[src/rtl/cam_pkg.sv]
// Shared types and constants for the camera pixel-capture block.
package cam_pkg;

  localparam int unsigned H_BYTES_DEF = 1280;
  localparam int unsigned V_LINES_DEF = 480;
  localparam int unsigned PIX_W       = 11;
  localparam int unsigned LINE_W      = 10;
  localparam int unsigned FRAME_W     = 3;

  typedef enum logic [1:0] {
    SYNC_WAIT = 2'd0,
    VBLANK    = 2'd1,
    ACTIVE    = 2'd2
  } cam_state_e;

endpackage

[src/rtl/cam_pixel_capture_if.sv]
// Camera byte bus in, assembled pixel bus out.
interface cam_pixel_capture_if;
  import cam_pkg::*;

  logic              CamVsync;
  logic              CamHsync;
  logic [7:0]        CamData_in;
  logic [15:0]       CamData_out;
  logic              CamData_enable;
  logic [PIX_W-1:0]  CamPix_count;
  logic [LINE_W-1:0] CamHsync_count;

  modport master (
    output CamVsync, CamHsync, CamData_in,
    input  CamData_out, CamData_enable, CamPix_count, CamHsync_count
  );

  modport slave (
    input  CamVsync, CamHsync, CamData_in,
    output CamData_out, CamData_enable, CamPix_count, CamHsync_count
  );

endinterface

[src/rtl/cam_sync_edge.sv]
// Input register stage for the camera bus plus vsync/hsync edge detection.
module cam_sync_edge (
  input  logic       clk,
  input  logic       rst_n,
  input  logic       vsync_i,
  input  logic       hsync_i,
  input  logic [7:0] data_i,
  output logic       vsync_q_o,
  output logic       hsync_q_o,
  output logic [7:0] data_q_o,
  output logic       vsync_rise_o,
  output logic       vsync_fall_o,
  output logic       hsync_fall_o
);

  logic       vsync_q, hsync_q, vsync_qq, hsync_qq;
  logic [7:0] data_q;

  always_ff @(posedge clk or negedge rst_n) begin
    if (!rst_n) begin
      vsync_q  <= 1'b0;
      hsync_q  <= 1'b0;
      data_q   <= '0;
      vsync_qq <= 1'b0;
      hsync_qq <= 1'b0;
    end else begin
      vsync_q  <= vsync_i;
      hsync_q  <= hsync_i;
      data_q   <= data_i;
      vsync_qq <= vsync_q;
      hsync_qq <= hsync_q;
    end
  end

  assign vsync_q_o    = vsync_q;
  assign hsync_q_o    = hsync_q;
  assign data_q_o     = data_q;
  assign vsync_rise_o = vsync_q & ~vsync_qq;
  assign vsync_fall_o = ~vsync_q & vsync_qq;
  assign hsync_fall_o = ~hsync_q & hsync_qq;

endmodule

[src/rtl/cam_pixel_capture.sv]
// Frame/line tracking FSM and RGB565 byte-pair assembly for a parallel camera.
module cam_pixel_capture
  import cam_pkg::*;
#(
  parameter int unsigned H_BYTES = H_BYTES_DEF,
  parameter int unsigned V_LINES = V_LINES_DEF
) (
  input  logic               clk,
  input  logic               reset,
  cam_pixel_capture_if.slave cam,
  input  logic               capture_en,
  input  logic               err_clr,
  output logic               frame_start,
  output logic [FRAME_W-1:0] frame_count,
  output logic               CamErr
);

  localparam logic [PIX_W-1:0]  H_MAX = PIX_W'(H_BYTES);
  localparam logic [LINE_W-1:0] V_MAX = LINE_W'(V_LINES);

  logic       vsync_q, hsync_q, vsync_rise, vsync_fall, hsync_fall;
  logic [7:0] data_q;

  cam_sync_edge u_sync (
    .clk          (clk),
    .rst_n        (reset),
    .vsync_i      (cam.CamVsync),
    .hsync_i      (cam.CamHsync),
    .data_i       (cam.CamData_in),
    .vsync_q_o    (vsync_q),
    .hsync_q_o    (hsync_q),
    .data_q_o     (data_q),
    .vsync_rise_o (vsync_rise),
    .vsync_fall_o (vsync_fall),
    .hsync_fall_o (hsync_fall)
  );

  cam_state_e         state_q;
  logic               phase_q, cap_frame_q, enable_q, frame_start_q, err_q, err_d;
  logic [7:0]         hi_q;
  logic [15:0]        data_out_q;
  logic [PIX_W-1:0]   byte_cnt_q, pix_q;
  logic [LINE_W-1:0]  line_cnt_q;
  logic [FRAME_W-1:0] frame_cnt_q;

  logic active, leave, line_end, byte_ok, over, err_set;

  // Vsync rising in ACTIVE takes priority over any line activity in that cycle.
  always_comb begin
    active   = (state_q == ACTIVE);
    leave    = active & vsync_rise;
    line_end = active & ~vsync_rise & hsync_fall;
    byte_ok  = active & ~vsync_rise & hsync_q;
    over     = (byte_cnt_q >= H_MAX) | (line_cnt_q >= V_MAX);
    err_set  = (byte_ok & over) | (line_end & phase_q) | (leave & (line_cnt_q != V_MAX));
    err_d    = err_set | (err_q & ~err_clr);
  end

  always_ff @(posedge clk or negedge reset) begin
    if (!reset) begin
      state_q       <= SYNC_WAIT;
      phase_q       <= 1'b0;
      cap_frame_q   <= 1'b0;
      enable_q      <= 1'b0;
      frame_start_q <= 1'b0;
      err_q         <= 1'b0;
      hi_q          <= '0;
      data_out_q    <= '0;
      byte_cnt_q    <= '0;
      pix_q         <= '0;
      line_cnt_q    <= '0;
      frame_cnt_q   <= '0;
    end else begin
      frame_start_q <= 1'b0;
      enable_q      <= 1'b0;
      err_q         <= err_d;
      case (state_q)
        SYNC_WAIT: begin
          if (vsync_q) state_q <= VBLANK;
        end
        VBLANK: begin
          if (vsync_fall) begin
            state_q       <= ACTIVE;
            frame_start_q <= 1'b1;
            line_cnt_q    <= '0;
            byte_cnt_q    <= '0;
            phase_q       <= 1'b0;
            cap_frame_q   <= capture_en;
          end
        end
        ACTIVE: begin
          if (vsync_rise) begin
            state_q     <= VBLANK;
            frame_cnt_q <= frame_cnt_q + 1'b1;
          end else if (hsync_fall) begin
            line_cnt_q <= (line_cnt_q < V_MAX) ? line_cnt_q + 1'b1 : V_MAX;
            byte_cnt_q <= '0;
            phase_q    <= 1'b0;
          end else if (hsync_q) begin
            phase_q    <= ~phase_q;
            byte_cnt_q <= (byte_cnt_q < H_MAX) ? byte_cnt_q + 1'b1 : H_MAX;
            if (!phase_q) begin
              hi_q <= data_q;
            end else if (cap_frame_q && !over) begin
              data_out_q <= {hi_q, data_q};
              pix_q      <= byte_cnt_q - 1'b1;
              enable_q   <= 1'b1;
            end
          end
        end
        default: state_q <= SYNC_WAIT;
      endcase
    end
  end

  assign cam.CamData_out    = data_out_q;
  assign cam.CamData_enable = enable_q;
  assign cam.CamPix_count   = pix_q;
  assign cam.CamHsync_count = line_cnt_q;
  assign frame_start        = frame_start_q;
  assign frame_count        = frame_cnt_q;
  assign CamErr             = err_q;

endmodule

[src/flat_wrapper.sv]
// flat-port wrapper written by rule: the top's interface ports become plain ports
module cam_pixel_capture_flat import cam_pkg::*;
#(
  parameter int unsigned H_BYTES = H_BYTES_DEF,
  parameter int unsigned V_LINES = V_LINES_DEF
)
  (clk, reset, capture_en, err_clr, frame_start, frame_count, CamErr, cam_CamVsync, cam_CamHsync, cam_CamData_in, cam_CamData_out, cam_CamData_enable, cam_CamPix_count, cam_CamHsync_count);
  cam_pixel_capture_if cam_i ();
  input  logic clk;
  input  logic reset;
  input  logic capture_en;
  input  logic err_clr;
  output logic frame_start;
  output logic [FRAME_W-1:0] frame_count;
  output logic CamErr;
  input wire logic [$bits(cam_i.CamVsync)-1:0] cam_CamVsync;
  input wire logic [$bits(cam_i.CamHsync)-1:0] cam_CamHsync;
  input wire logic [$bits(cam_i.CamData_in)-1:0] cam_CamData_in;
  output wire logic [$bits(cam_i.CamData_out)-1:0] cam_CamData_out;
  output wire logic [$bits(cam_i.CamData_enable)-1:0] cam_CamData_enable;
  output wire logic [$bits(cam_i.CamPix_count)-1:0] cam_CamPix_count;
  output wire logic [$bits(cam_i.CamHsync_count)-1:0] cam_CamHsync_count;
  assign cam_i.CamVsync = cam_CamVsync;
  assign cam_i.CamHsync = cam_CamHsync;
  assign cam_i.CamData_in = cam_CamData_in;
  assign cam_CamData_out = cam_i.CamData_out;
  assign cam_CamData_enable = cam_i.CamData_enable;
  assign cam_CamPix_count = cam_i.CamPix_count;
  assign cam_CamHsync_count = cam_i.CamHsync_count;
  cam_pixel_capture #(.H_BYTES(H_BYTES), .V_LINES(V_LINES)) u_core (.clk(clk), .reset(reset), .cam(cam_i), .capture_en(capture_en), .err_clr(err_clr), .frame_start(frame_start), .frame_count(frame_count), .CamErr(CamErr));
endmodule
[config.mk]
export PLATFORM = sky130hd
export DESIGN_NAME = cam_pixel_capture_flat
export DESIGN_NICKNAME = d
export VERILOG_FILES = /design/src/rtl/cam_pkg.sv /design/src/rtl/cam_pixel_capture_if.sv /design/src/rtl/cam_sync_edge.sv /design/src/rtl/cam_pixel_capture.sv /design/src/flat_wrapper.sv
export SDC_FILE = /design/constraint.sdc
export NUM_CORES = 1
export LEC_CHECK = 0
export ABC_AREA = 1
export BUFFER_PORTS_ARGS = -buffer_cell sky130_fd_sc_hd__buf_2
export CAP_MARGIN = 10
export CORE_MARGIN = 2
export CORE_UTILIZATION = 40
export DETAILED_ROUTE_END_ITERATION = 12
export GPL_ROUTABILITY_DRIVEN = 0
export PLACE_DENSITY = 0.58
export REMOVE_ABC_BUFFERS = 1
export SLEW_MARGIN = 20
export SYNTH_ARGS = -nofsm -noshare
export SYNTH_HDL_FRONTEND = slang
export SYNTH_HIERARCHICAL = 1
export SYNTH_SLANG_ARGS = --single-unit
[constraint.sdc]
create_clock -name clk -period 3.4 [get_ports clk]
set_input_delay 0.34 -clock clk [delete_from_list [all_inputs] [get_ports clk]]
set_output_delay 0.34 -clock clk [all_outputs]
set_load 0.02 [all_outputs]
==> impl_metrics.py <==
metrics = {
    "timing": {
        "tightest_slew_ns": 0.975,
        "setup_tns_ns": 0,
        "fin_crit_ns": 1.89,
        "drv_slew": 0,
        "slew_headroom": 0.350,
        "fin_crit_sh": 0.555,
        "final_hold_viol_count": 0,
        "setup_ws_ns": 1.51,
        "setup_viol": 0,
        "rsz0062_at_grt": "false",
        "clock_skew_ns": 0.0120,
        "fmax_mhz": 530,
    },
    "global_route": {
        "antenna_found_initial": 0,
        "grt_usage": 0.153,
        "grt_max_degree": 79,
        "grt_pass1_vias": 2568,
        "grt_pass1_wl_um": 12000,
        "overflow": 0,
    },
    "synth": {
        "synthMuxAreaShare": 0.00316,
        "synth-async-reset-ratio": 1.00,
        "synthCells": 402,
        "synth_edf_count": 0,
        "synth_top_family_by_area": "simple AND/OR/NAND/NOR gates",
        "synthSimpleGateAreaFrac": 0.247,
        "synth_area_mm2": 0.00356,
        "ys_warn_count": 6,
        "ys_seq_area_frac": 0.548,
        "synth_xor_area_frac": 0.0270,
        "syn_avg_cell_area_um2": 8.86,
        "synth_fa_ha_area_frac": 0.0211,
        "ys.flop_type": "dfrtp_1",
        "ys_ff_latch": 78,
        "synth_compound_area_frac": 0.0783,
        "synthDistinctLibCells": 32,
    },
    "detailed_routing": {
        "met1_length_um": 3440,
        "highest_layer": "met4",
        "wl_met2_um": 3160,
        "vias": 2703,
        "drc": 0,
        "wl_um": 7030,
        "drt-pass1-iter-count": 4,
        "drtIter0Drc": 87,
        "met3_length_um": 293,
        "drtAntennaViolNets": 0,
        "drt-wirelength-per-cell_um": 12.3,
        "vias_per_cell": 4.72,
    },
    "floorplan": {
        "coreArea_mm2": 0.00868,
        "ios": 57,
        "num_rows": 34,
        "start_util": 0.411,
        "die_w_um": 98.4,
        "die_area_mm2": 0.00968,
        "die_y_um": 98.4,
    },
    "cells_and_area": {
        "regArea_mm2": 0.00195,
        "multiInputGateArea_mm2": 0.00134,
        "fillers": 866,
        "drive_gt1_frac": 0.204,
        "num_antenna_cells": 0,
        "num-nets-final": 480,
        "syn2layout_area_growth_pct": 15.3,
        "final_cell_mix": "nand2_1 (122), dfrtp_1 (78), buf_2 (55)",
        "finish.instance_area_mm2": 0.00411,
        "final_common_cell": "nand2_1",
    },
    "worst_setup_path": {
        "r2r-start": "u_core/u_sync/hsync_q_o",
        "cp.required_ns": 3.68,
        "critPathLaunchType": "flop",
        "crit_type": "reg -> reg",
        "cp_max_fo": 42,
        "cp-startpoint": "u_core/u_sync/hsync_q_o",
        "setup.worst_path.end_class": "flop",
        "crit_arrival_ns": 2.17,
    },
    "placement": {
        "port_buffers": 56,
        "place.detailed.hpwl_um": 4940,
        "place_area_mm2": 0.00390,
        "dp_slack_ns": 1.51,
    },
    "clock_network": {
        "clock_sinks": 78,
        "path_clk_slew_ns": 0.09,
        "cts_hold_buf": 0,
        "cts_resized": 0,
        "cts-root-buf": "clkbuf_8",
        "htree_levels": 3,
        "cts_buffer_depth": 2,
        "clock_latency_ns": 0.35,
        "post_cts.repair.setup_buffers": 0,
        "cts-buffers-inserted": 9,
        "cts_tree": "yes",
    },
    "power_and_ir_drop": {
        "cellPowerDensity_mw_per_mm2": 596,
        "ir_worst_vdd_mv": 0.319,
        "p_leak_nw": 2.24,
    },
    "job": {
        "maxCapViolations": 0,
    },
    "outcome": {
        "status": "finished, final reports clean",
    },
    "min_path": {
        "hold_class": "in -> reg",
        "worstHoldStart": "cam_CamData_in[2]",
    },
}
routing by layer:
| metal | vias to the layer above | global-route usage |
|---|---|---|
| met3 | 10 | 0.0301 |
| met4 | 0 | 0.0695 |
| met1 | 1259 | 0.216 |
| met2 | 56 | 0.229 |
| li1 | 1378 | - |
| met5 | - | 0 |
power by group:
group / internal [mW] / switching (mW)
clock network: 0.356 / 0.372
registers: 1.07 / 0.105
logic: 0.196 / 0.353
registers in the layout (all words and copies together), names as in the netlist, 2 cells and up:
name                       cells
u_core/byte_cnt_q             11
u_core/cam.CamHsync_count     10
u_core/state_q                 2
u_core/u_sync/data_q_o         8
u_core/cam.CamPix_count       11
u_core/hi_q                    8
u_core/frame_count             3
u_core/cam.CamData_out        16
kinds of logic (layout without fill, tap and decap cells):
kind of cell | Yosys count | count (layout)
fa+ha+maj | 6 | 6
simple gates | 197 | 197
xor+xnor | 11 | 11
buf+inv | 58 | 121
mux | 1 | 1
compound gates | 51 | 51
flops | 78 | 78
layout make-up:
class | instances | area share
Clock inverter | 7 | 0.0207
Multi-Input combinational cell | 266 | 0.326
Sequential cell | 78 | 0.475
Clock buffer | 9 | 0.0301
Timing Repair Buffer | 56 | 0.0688
Inverter | 49 | 0.0460
Tap cell | 108 | 0.0329
cell usage after synthesis, types with 3 or more instances:
cell / instances / area (um2)
nand2_1: 122 / 458
dfrtp_1: 78 / 1950
inv_1: 44 / 165
nor2_1: 33 / 124
o21ai_1: 21 / 105
nand3_1: 18 / 90.1
o21ai_0: 13 / 65.1
a21oi_1: 10 / 50.1
xor2_1: 9 / 78.8
ha_1: 6 / 75.1
buf_6: 5 / 56.3
nor3_1: 5 / 25.0
nand2_2: 4 / 25.0
inv_2: 3 / 11.3
nand4_1: 3 / 18.8
nor2_4: 3 / 33.8
worst max-delay path, cell delays in order, from the launching register on:
cell and delay, ns:
dfrtp_1 0.41, nor2_1 0.08, inv_1 0.13, nand2_1 0.13, nor3_4 0.23, nand3_4 0.39
inv_4 0.31, nand2_1 0.08, nand2_1 0.06
final timing paths:
path	slack [ns]	end	cells after the start
setup / recovery	1.51	u_core/cam.CamPix_count[9]	8
setup reg to reg	1.51	u_core/cam.CamPix_count[9]	8
min in group asynchronous	0.12	u_core/u_sync/data_q_o[3]	1
max in group asynchronous	2.63	u_core/u_sync/hsync_qq	1
hold / removal	0.09	u_core/u_sync/data_q_o[2]	1
hold reg to reg	0.44	u_core/u_sync/vsync_qq	0
metrics by stage:
stage | cells | utilization | hold WS, ns | total power [mW]
global placement | 557 | 0.449 | 0.419 | 1.73
CTS | 573 | 0.473 | 0.0692 | 2.49
global route | 573 | 0.473 | 0.0662 | 2.61
floorplan | 393 | - | 0.0444 | 1.57
detailed placement | 557 | 0.449 | 0.422 | 1.75
finish | 573 | 0.473 | 0.0877 | 2.45
Note: power is estimated with default switching activity, not from simulation.
